<file path="config.mk">
export PLATFORM = sky130hd
export DESIGN_NAME = ram_port_arbiter_flat
export DESIGN_NICKNAME = d
export VERILOG_FILES = /design/src/rtl/ram_port_arbiter_if.sv /design/src/rtl/ram_port_arbiter.sv /design/src/flat_wrapper.sv
export SDC_FILE = /design/constraint.sdc
export NUM_CORES = 1
export LEC_CHECK = 0
export CORE_MARGIN = 8
export CORE_UTILIZATION = 41
export CTS_BUF_LIST = sky130_fd_sc_hd__clkbuf_16
export CTS_CLUSTER_SIZE = 28
export DETAILED_ROUTE_END_ITERATION = 8
export PLACE_DENSITY = 0.84
export SLEW_MARGIN = 20
export SYNTH_ARGS = -nofsm -noshare
export SYNTH_HDL_FRONTEND = slang
export SYNTH_SLANG_ARGS = --single-unit
</file>
<file path="constraint.sdc">
create_clock -name clk_main -period 4.2 [get_ports clk_main]
set_input_delay 1.26 -clock clk_main [delete_from_list [all_inputs] [get_ports clk_main]]
set_output_delay 1.26 -clock clk_main [all_outputs]
set_load 0.02 [all_outputs]
</file>
<file path="src/rtl/ram_port_arbiter_if.sv">
// Requester and RAM port bundle for the two-master RAM arbiter.
interface ram_port_arbiter_if #(
    parameter int unsigned ADDR_W = 6,
    parameter int unsigned DATA_W = 16
);
    // CPU requester
    logic              cpu_req;
    logic              cpu_we;
    logic [ADDR_W-1:0] cpu_addr;
    logic [DATA_W-1:0] cpu_wdata;
    logic              cpu_ack;
    logic [DATA_W-1:0] cpu_rdata;
    logic              cpu_rvalid;
    logic              cpu_stall;

    // External master
    logic              ext_req;
    logic              ext_we;
    logic [ADDR_W-1:0] ext_addr;
    logic [DATA_W-1:0] ext_wdata;
    logic              ext_ack;
    logic [DATA_W-1:0] ext_rdata;
    logic              ext_rvalid;
    logic              ext_lock;

    // RAM port
    logic              ram_en;
    logic              ram_we;
    logic              ram_re;
    logic [ADDR_W-1:0] ram_addr;
    logic [DATA_W-1:0] ram_wdata;
    logic [DATA_W-1:0] ram_rdata;

    // Arbiter side
    modport slave (
        input  cpu_req, cpu_we, cpu_addr, cpu_wdata,
        output cpu_ack, cpu_rdata, cpu_rvalid, cpu_stall,
        input  ext_req, ext_we, ext_addr, ext_wdata, ext_lock,
        output ext_ack, ext_rdata, ext_rvalid,
        output ram_en, ram_we, ram_re, ram_addr, ram_wdata,
        input  ram_rdata
    );

    // Requester / RAM side
    modport master (
        output cpu_req, cpu_we, cpu_addr, cpu_wdata,
        input  cpu_ack, cpu_rdata, cpu_rvalid, cpu_stall,
        output ext_req, ext_we, ext_addr, ext_wdata, ext_lock,
        input  ext_ack, ext_rdata, ext_rvalid,
        input  ram_en, ram_we, ram_re, ram_addr, ram_wdata,
        output ram_rdata
    );
endinterface

</file>
<file path="src/rtl/ram_port_arbiter.sv">
// Round-robin arbiter sharing one RAM port between the CPU and an external
// master, with lockable ext bursts and owner-tagged read return.
module ram_port_arbiter #(
    parameter int unsigned ADDR_W = 6,
    parameter int unsigned DATA_W = 16,
    parameter int unsigned RD_LAT = 1
) (
    input  logic              clk_main,
    input  logic              reset,
    ram_port_arbiter_if.slave bus
);
    // Tag depth equals read latency; clamped so an illegal 0 still elaborates.
    localparam int unsigned TAG_D = (RD_LAT < 1) ? 1 : RD_LAT;

    logic              cpu_ack_q;
    logic              ext_ack_q;
    logic              ram_we_q;
    logic              ram_re_q;
    logic [ADDR_W-1:0] ram_addr_q;
    logic [DATA_W-1:0] ram_wdata_q;
    logic              last_ext_q;
    logic              locked_q;
    logic [TAG_D-1:0]  tag_vld_q;
    logic [TAG_D-1:0]  tag_ext_q;
    logic [DATA_W-1:0] cpu_rdata_q;
    logic [DATA_W-1:0] ext_rdata_q;
    logic              cpu_rvalid_q;
    logic              ext_rvalid_q;

    logic              cpu_elig_c;
    logic              ext_elig_c;
    logic              grant_cpu_c;
    logic              grant_ext_c;
    logic              grant_c;
    logic              win_we_c;
    logic [ADDR_W-1:0] win_addr_c;
    logic [DATA_W-1:0] win_wdata_c;

    // Eligibility masks the just-acked requester; ties go to whoever was not last.
    always_comb begin
        cpu_elig_c  = bus.cpu_req & ~cpu_ack_q & ~locked_q;
        ext_elig_c  = bus.ext_req & ~ext_ack_q;
        grant_cpu_c = cpu_elig_c & (~ext_elig_c | last_ext_q);
        grant_ext_c = ext_elig_c & ~grant_cpu_c;
        grant_c     = grant_cpu_c | grant_ext_c;
        win_we_c    = grant_ext_c ? bus.ext_we    : bus.cpu_we;
        win_addr_c  = grant_ext_c ? bus.ext_addr  : bus.cpu_addr;
        win_wdata_c = grant_ext_c ? bus.ext_wdata : bus.cpu_wdata;
    end

    // Register the winning access onto the RAM port and pulse its ack.
    always_ff @(posedge clk_main) begin
        if (!reset) begin
            cpu_ack_q   <= 1'b0;
            ext_ack_q   <= 1'b0;
            ram_we_q    <= 1'b0;
            ram_re_q    <= 1'b0;
            ram_addr_q  <= '0;
            ram_wdata_q <= '0;
            last_ext_q  <= 1'b1;
        end else begin
            cpu_ack_q <= grant_cpu_c;
            ext_ack_q <= grant_ext_c;
            ram_we_q  <= grant_c & win_we_c;
            ram_re_q  <= grant_c & ~win_we_c;
            if (grant_c) begin
                ram_addr_q  <= win_addr_c;
                ram_wdata_q <= win_wdata_c;
                last_ext_q  <= grant_ext_c;
            end
        end
    end

    // Lock engages only on an ext issue with ext_lock high; any low sample drops it.
    always_ff @(posedge clk_main) begin
        if (!reset) begin
            locked_q <= 1'b0;
        end else if (!bus.ext_lock) begin
            locked_q <= 1'b0;
        end else if (grant_ext_c) begin
            locked_q <= 1'b1;
        end
    end

    // Owner tag pipeline; last_ext_q names the owner of the strobe currently on the port.
    always_ff @(posedge clk_main) begin
        if (!reset) begin
            tag_vld_q <= '0;
            tag_ext_q <= '0;
        end else begin
            tag_vld_q <= TAG_D'({tag_vld_q, ram_re_q});
            tag_ext_q <= TAG_D'({tag_ext_q, last_ext_q});
        end
    end

    // Steer returning read data to the owner of the exiting tag.
    always_ff @(posedge clk_main) begin
        if (!reset) begin
            cpu_rdata_q  <= '0;
            ext_rdata_q  <= '0;
            cpu_rvalid_q <= 1'b0;
            ext_rvalid_q <= 1'b0;
        end else begin
            cpu_rvalid_q <= tag_vld_q[TAG_D-1] & ~tag_ext_q[TAG_D-1];
            ext_rvalid_q <= tag_vld_q[TAG_D-1] &  tag_ext_q[TAG_D-1];
            if (tag_vld_q[TAG_D-1] && !tag_ext_q[TAG_D-1]) begin
                cpu_rdata_q <= bus.ram_rdata;
            end
            if (tag_vld_q[TAG_D-1] && tag_ext_q[TAG_D-1]) begin
                ext_rdata_q <= bus.ram_rdata;
            end
        end
    end

    assign bus.cpu_ack    = cpu_ack_q;
    assign bus.ext_ack    = ext_ack_q;
    assign bus.cpu_rdata  = cpu_rdata_q;
    assign bus.ext_rdata  = ext_rdata_q;
    assign bus.cpu_rvalid = cpu_rvalid_q;
    assign bus.ext_rvalid = ext_rvalid_q;
    assign bus.ram_we     = ram_we_q;
    assign bus.ram_re     = ram_re_q;
    assign bus.ram_en     = ram_we_q | ram_re_q;
    assign bus.ram_addr   = ram_addr_q;
    assign bus.ram_wdata  = ram_wdata_q;
    assign bus.cpu_stall  = bus.cpu_req & ~cpu_ack_q;

endmodule

</file>
<file path="src/flat_wrapper.sv">
// flat-port wrapper written by rule: the top's interface ports become plain ports
module ram_port_arbiter_flat 
#(
    parameter int unsigned ADDR_W = 6,
    parameter int unsigned DATA_W = 16,
    parameter int unsigned RD_LAT = 1
)
  (clk_main, reset, bus_cpu_req, bus_cpu_we, bus_cpu_addr, bus_cpu_wdata, bus_cpu_ack, bus_cpu_rdata, bus_cpu_rvalid, bus_cpu_stall, bus_ext_req, bus_ext_we, bus_ext_addr, bus_ext_wdata, bus_ext_lock, bus_ext_ack, bus_ext_rdata, bus_ext_rvalid, bus_ram_en, bus_ram_we, bus_ram_re, bus_ram_addr, bus_ram_wdata, bus_ram_rdata);
  ram_port_arbiter_if #(.ADDR_W(ADDR_W), .DATA_W(DATA_W)) bus_i ();
  input  logic clk_main;
  input  logic reset;
  input wire logic [$bits(bus_i.cpu_req)-1:0] bus_cpu_req;
  input wire logic [$bits(bus_i.cpu_we)-1:0] bus_cpu_we;
  input wire logic [$bits(bus_i.cpu_addr)-1:0] bus_cpu_addr;
  input wire logic [$bits(bus_i.cpu_wdata)-1:0] bus_cpu_wdata;
  output wire logic [$bits(bus_i.cpu_ack)-1:0] bus_cpu_ack;
  output wire logic [$bits(bus_i.cpu_rdata)-1:0] bus_cpu_rdata;
  output wire logic [$bits(bus_i.cpu_rvalid)-1:0] bus_cpu_rvalid;
  output wire logic [$bits(bus_i.cpu_stall)-1:0] bus_cpu_stall;
  input wire logic [$bits(bus_i.ext_req)-1:0] bus_ext_req;
  input wire logic [$bits(bus_i.ext_we)-1:0] bus_ext_we;
  input wire logic [$bits(bus_i.ext_addr)-1:0] bus_ext_addr;
  input wire logic [$bits(bus_i.ext_wdata)-1:0] bus_ext_wdata;
  input wire logic [$bits(bus_i.ext_lock)-1:0] bus_ext_lock;
  output wire logic [$bits(bus_i.ext_ack)-1:0] bus_ext_ack;
  output wire logic [$bits(bus_i.ext_rdata)-1:0] bus_ext_rdata;
  output wire logic [$bits(bus_i.ext_rvalid)-1:0] bus_ext_rvalid;
  output wire logic [$bits(bus_i.ram_en)-1:0] bus_ram_en;
  output wire logic [$bits(bus_i.ram_we)-1:0] bus_ram_we;
  output wire logic [$bits(bus_i.ram_re)-1:0] bus_ram_re;
  output wire logic [$bits(bus_i.ram_addr)-1:0] bus_ram_addr;
  output wire logic [$bits(bus_i.ram_wdata)-1:0] bus_ram_wdata;
  input wire logic [$bits(bus_i.ram_rdata)-1:0] bus_ram_rdata;
  assign bus_i.cpu_req = bus_cpu_req;
  assign bus_i.cpu_we = bus_cpu_we;
  assign bus_i.cpu_addr = bus_cpu_addr;
  assign bus_i.cpu_wdata = bus_cpu_wdata;
  assign bus_cpu_ack = bus_i.cpu_ack;
  assign bus_cpu_rdata = bus_i.cpu_rdata;
  assign bus_cpu_rvalid = bus_i.cpu_rvalid;
  assign bus_cpu_stall = bus_i.cpu_stall;
  assign bus_i.ext_req = bus_ext_req;
  assign bus_i.ext_we = bus_ext_we;
  assign bus_i.ext_addr = bus_ext_addr;
  assign bus_i.ext_wdata = bus_ext_wdata;
  assign bus_i.ext_lock = bus_ext_lock;
  assign bus_ext_ack = bus_i.ext_ack;
  assign bus_ext_rdata = bus_i.ext_rdata;
  assign bus_ext_rvalid = bus_i.ext_rvalid;
  assign bus_ram_en = bus_i.ram_en;
  assign bus_ram_we = bus_i.ram_we;
  assign bus_ram_re = bus_i.ram_re;
  assign bus_ram_addr = bus_i.ram_addr;
  assign bus_ram_wdata = bus_i.ram_wdata;
  assign bus_i.ram_rdata = bus_ram_rdata;
  ram_port_arbiter #(.ADDR_W(ADDR_W), .DATA_W(DATA_W), .RD_LAT(RD_LAT)) u_core (.clk_main(clk_main), .reset(reset), .bus(bus_i));
endmodule
</file>
==> results.yml <==
drt:
  routed-wl-met3_um: 1120
  dr_wl_met2_um: 3540
  wl_per_cell_um: 17.6
  dr.pass1.iters: 4
  wl_met1_um: 3100
  vias: 2427
  drc_errors: 0
  top_layer: "met4"
  ant_nets: 0
  wirelength_um: 7960
  first_iter_violations: 52
  routed_via_density: 5.36
timing:
  slew_headroom: 0.524
  fmax_mhz: 262
  final.min_clock_period_ps: 3810
  tightest_slew_ps: 714
  skew_ps: 3.16
  min_period_over_period: 0.907
  setup_tns_ps: 0
  grt_setup_unrepaired: "no"
  setup_violations: 0
  whs_ps: 454
  drv_slew: 0
  hold_violations: 0
layout:
  nNetsFinal: 445
  n_antenna_cell: 0
  area_delta_synth_final_pct: 67.5
  fin_util: 0.716
  drive_gt1_frac: 0.0604
floorplanning:
  die_height_um: 92.0
  rows: 27
  ios: 129
  start_util: 0.427
  core_area_sq_mm: 0.00554
  dieWidth_um: 92.0
  die_area_sq_mm: 0.00846
critical_path:
  critPathTopFamily: "buffers and inverters"
  cp.depth: 3
  cp-start-kind: "input port"
  endpoint_kind: "output pin"
  crit_required_ps: 2940
  timing.critical_path.mode_cell: "clkdlybuf4s50_1"
  path_buf_inv: 2
  critical_path.slowest_cell: "clkdlybuf4s50_1"
  cpPeakStageDelay_ps: 620
  arrival_ps: 2550
  crit_path_cell_trace: "clkdlybuf4s50_1 -> nor2b_1 -> clkdlybuf4s50_1"
  crit_type: "input port to output pin"
  ff2ff_path_depth: 4
  crit_fanout: 4
worst_hold_path:
  hold_class: "flip-flop to flip-flop"
  hold_depth: 2
pwr:
  finalPower_uw: 1620
  power_density_mw_per_mm2: 407
  p_leak_uw: 0.00147
  ir_worst_vdd_mv: 0.266
logic_synthesis:
  synth-main-ff-cell: "dfxtp_1"
  synthDistinctLibCells: 25
  syn_nets: 322
  ys_top_cells_by_area: "dfxtp_1, nand2_1, a221o_1, and4_1, a21oi_1"
  synth_top_area_share: 0.541
  synth_cells: 255
  yosysTopAreaCell: "dfxtp_1"
  synth_seq_cells: 64
  syn-mean-instance-area_sq_um: 9.28
  netlist_top_cells_count: "nand2_1, dfxtp_1, a21oi_1, a221o_1, and4_1"
  synth.most_common_cell: "nand2_1"
  async_flop_share: 0
  yosys_warnings: 0
  syn-cell-area_sq_mm: 0.00237
  synth_edf_count: 0
  yosysSeqAreaShare: 0.541
clocking:
  hold_buffers: 0
  ctsResizeCount: 0
  cts.sinks: 64
  path_clk_slew_ps: 50
  post_cts_buffers: 0
  cts_tree: "done"
  clk_latency_ps: 320
  h-tree-depth: 3
  cts_buffer_depth: 2
  cts_inserted_buffers: 9
  clock-root-buffer: "clkbuf_16"
run:
  max_cap_violations: 0
global_routing:
  track_usage: 0.186
  grt_max_degree: 39
  grt_pass1_wl_um: 12500
  gr-total-overflow: 0
  antenna_found_initial: 0
  grt_pass1_vias: 2567
run_status:
  status: "completed"
placed_design:
  port_buffers: 128
  routabilityCongestion: 0.792
  dp_hpwl_um: 5810
-- area by class of cell --
type                       count  area (sq um)
timing repair buffer         133          1320
clock buffer                   9           225
fill                         422          1580
clock inverter                 5          50.0
inverter                       2          7.51
sequential                    64          1280
multi-input combinational    168           992
tap                           72          90.1
-- sequential cells by signal (all words and copies together) (netlist names) --
| signal | cells |
|---|---|
| u_core.bus.cpu_rdata | 16 |
| u_core.bus.ext_rdata | 16 |
| u_core.bus.ram_wdata | 16 |
| u_core.bus.ram_addr | 6 |
| u_core.bus.cpu_ack | 1 |
| u_core.bus.cpu_rvalid | 1 |
| u_core.bus.ext_ack | 1 |
| u_core.bus.ext_rvalid | 1 |
| u_core.bus.ram_re | 1 |
| u_core.bus.ram_we | 1 |
| u_core.last_ext_q | 1 |
| u_core.locked_q | 1 |
| u_core.tag_ext_q | 1 |
| u_core.tag_vld_q | 1 |
-- per-layer routing --
| metal | vias to the layer above | track usage |
|---|---|---|
| li1 | 1155 | - |
| met3 | 17 | 0.118 |
| met4 | 0 | 0.101 |
| met2 | 131 | 0.282 |
| met1 | 1124 | 0.195 |
| met5 | - | 0 |
-- kinds of logic after synthesis --
group	share of synthesized area
AOI/OAI and AO/OA	0.178
and+or+nand+nor	0.240
DFF	0.541
buffers and inverters	0.0407
-- power breakdown --
| group | switching, uW | leakage (uW) | internal (uW) | total [uW] |
|---|---|---|---|---|
| Combinational | 122 | 0.000806 | 145 | 267 |
| Clock | 237 | 0.000141 | 447 | 684 |
| Sequential | 21.2 | 0.000523 | 644 | 665 |
-- metrics by stage --
| stage | worst slack, ps | cells | instance area [sq um] |
|---|---|---|---|
| detailed placement | 400 | 439 | 3690 |
| global placement | 432 | 439 | 3690 |
| finish | 389 | 453 | 3970 |
| global route | 344 | 453 | 3970 |
| CTS | 383 | 453 | 3970 |
| floorplan | 1350 | 255 | 2370 |
-- worst paths after layout --
check | from | to | slack, ps
hold / removal | u_core.bus.cpu_rdata[13] | u_core.bus.cpu_rdata[13] | 450
hold reg to reg | u_core.bus.cpu_rdata[13] | u_core.bus.cpu_rdata[13] | 450
setup reg to reg | u_core.locked_q | u_core.bus.ram_wdata[4] | 2540
setup / recovery | bus_cpu_req | bus_cpu_stall | 390
-- cells in the final DEF, fill, tap and decap left out --
master,Yosys,layout
clkbuf_16,0,9
nand2b_1,2,2
clkinv_2,0,4
buf_4,2,5
a21o_1,1,1
nor4bb_1,1,1
clkdlybuf4s50_1,0,128
nor3_1,1,1
o21ai_0,2,2
and2_1,2,2
and3_4,1,1
bufinv_16,0,1
nor2b_2,0,1
dfxtp_1,64,64
nand2_1,67,67
a211oi_2,1,1
a221o_1,22,22
nand3_1,1,1
or3b_1,1,1
and3b_1,1,1
or2_2,1,1
nor2_1,4,4
nor2b_1,3,2
a21oi_1,34,34
nand4bb_1,1,1
and4_1,22,22
inv_1,2,2
-- worst min-delay path: stages (launching register included) --
cell     delay [ps]
dfxtp_1         300
nand2_1          50
a21oi_1          50
No activity file was read; power rests on OpenSTA's default activity.
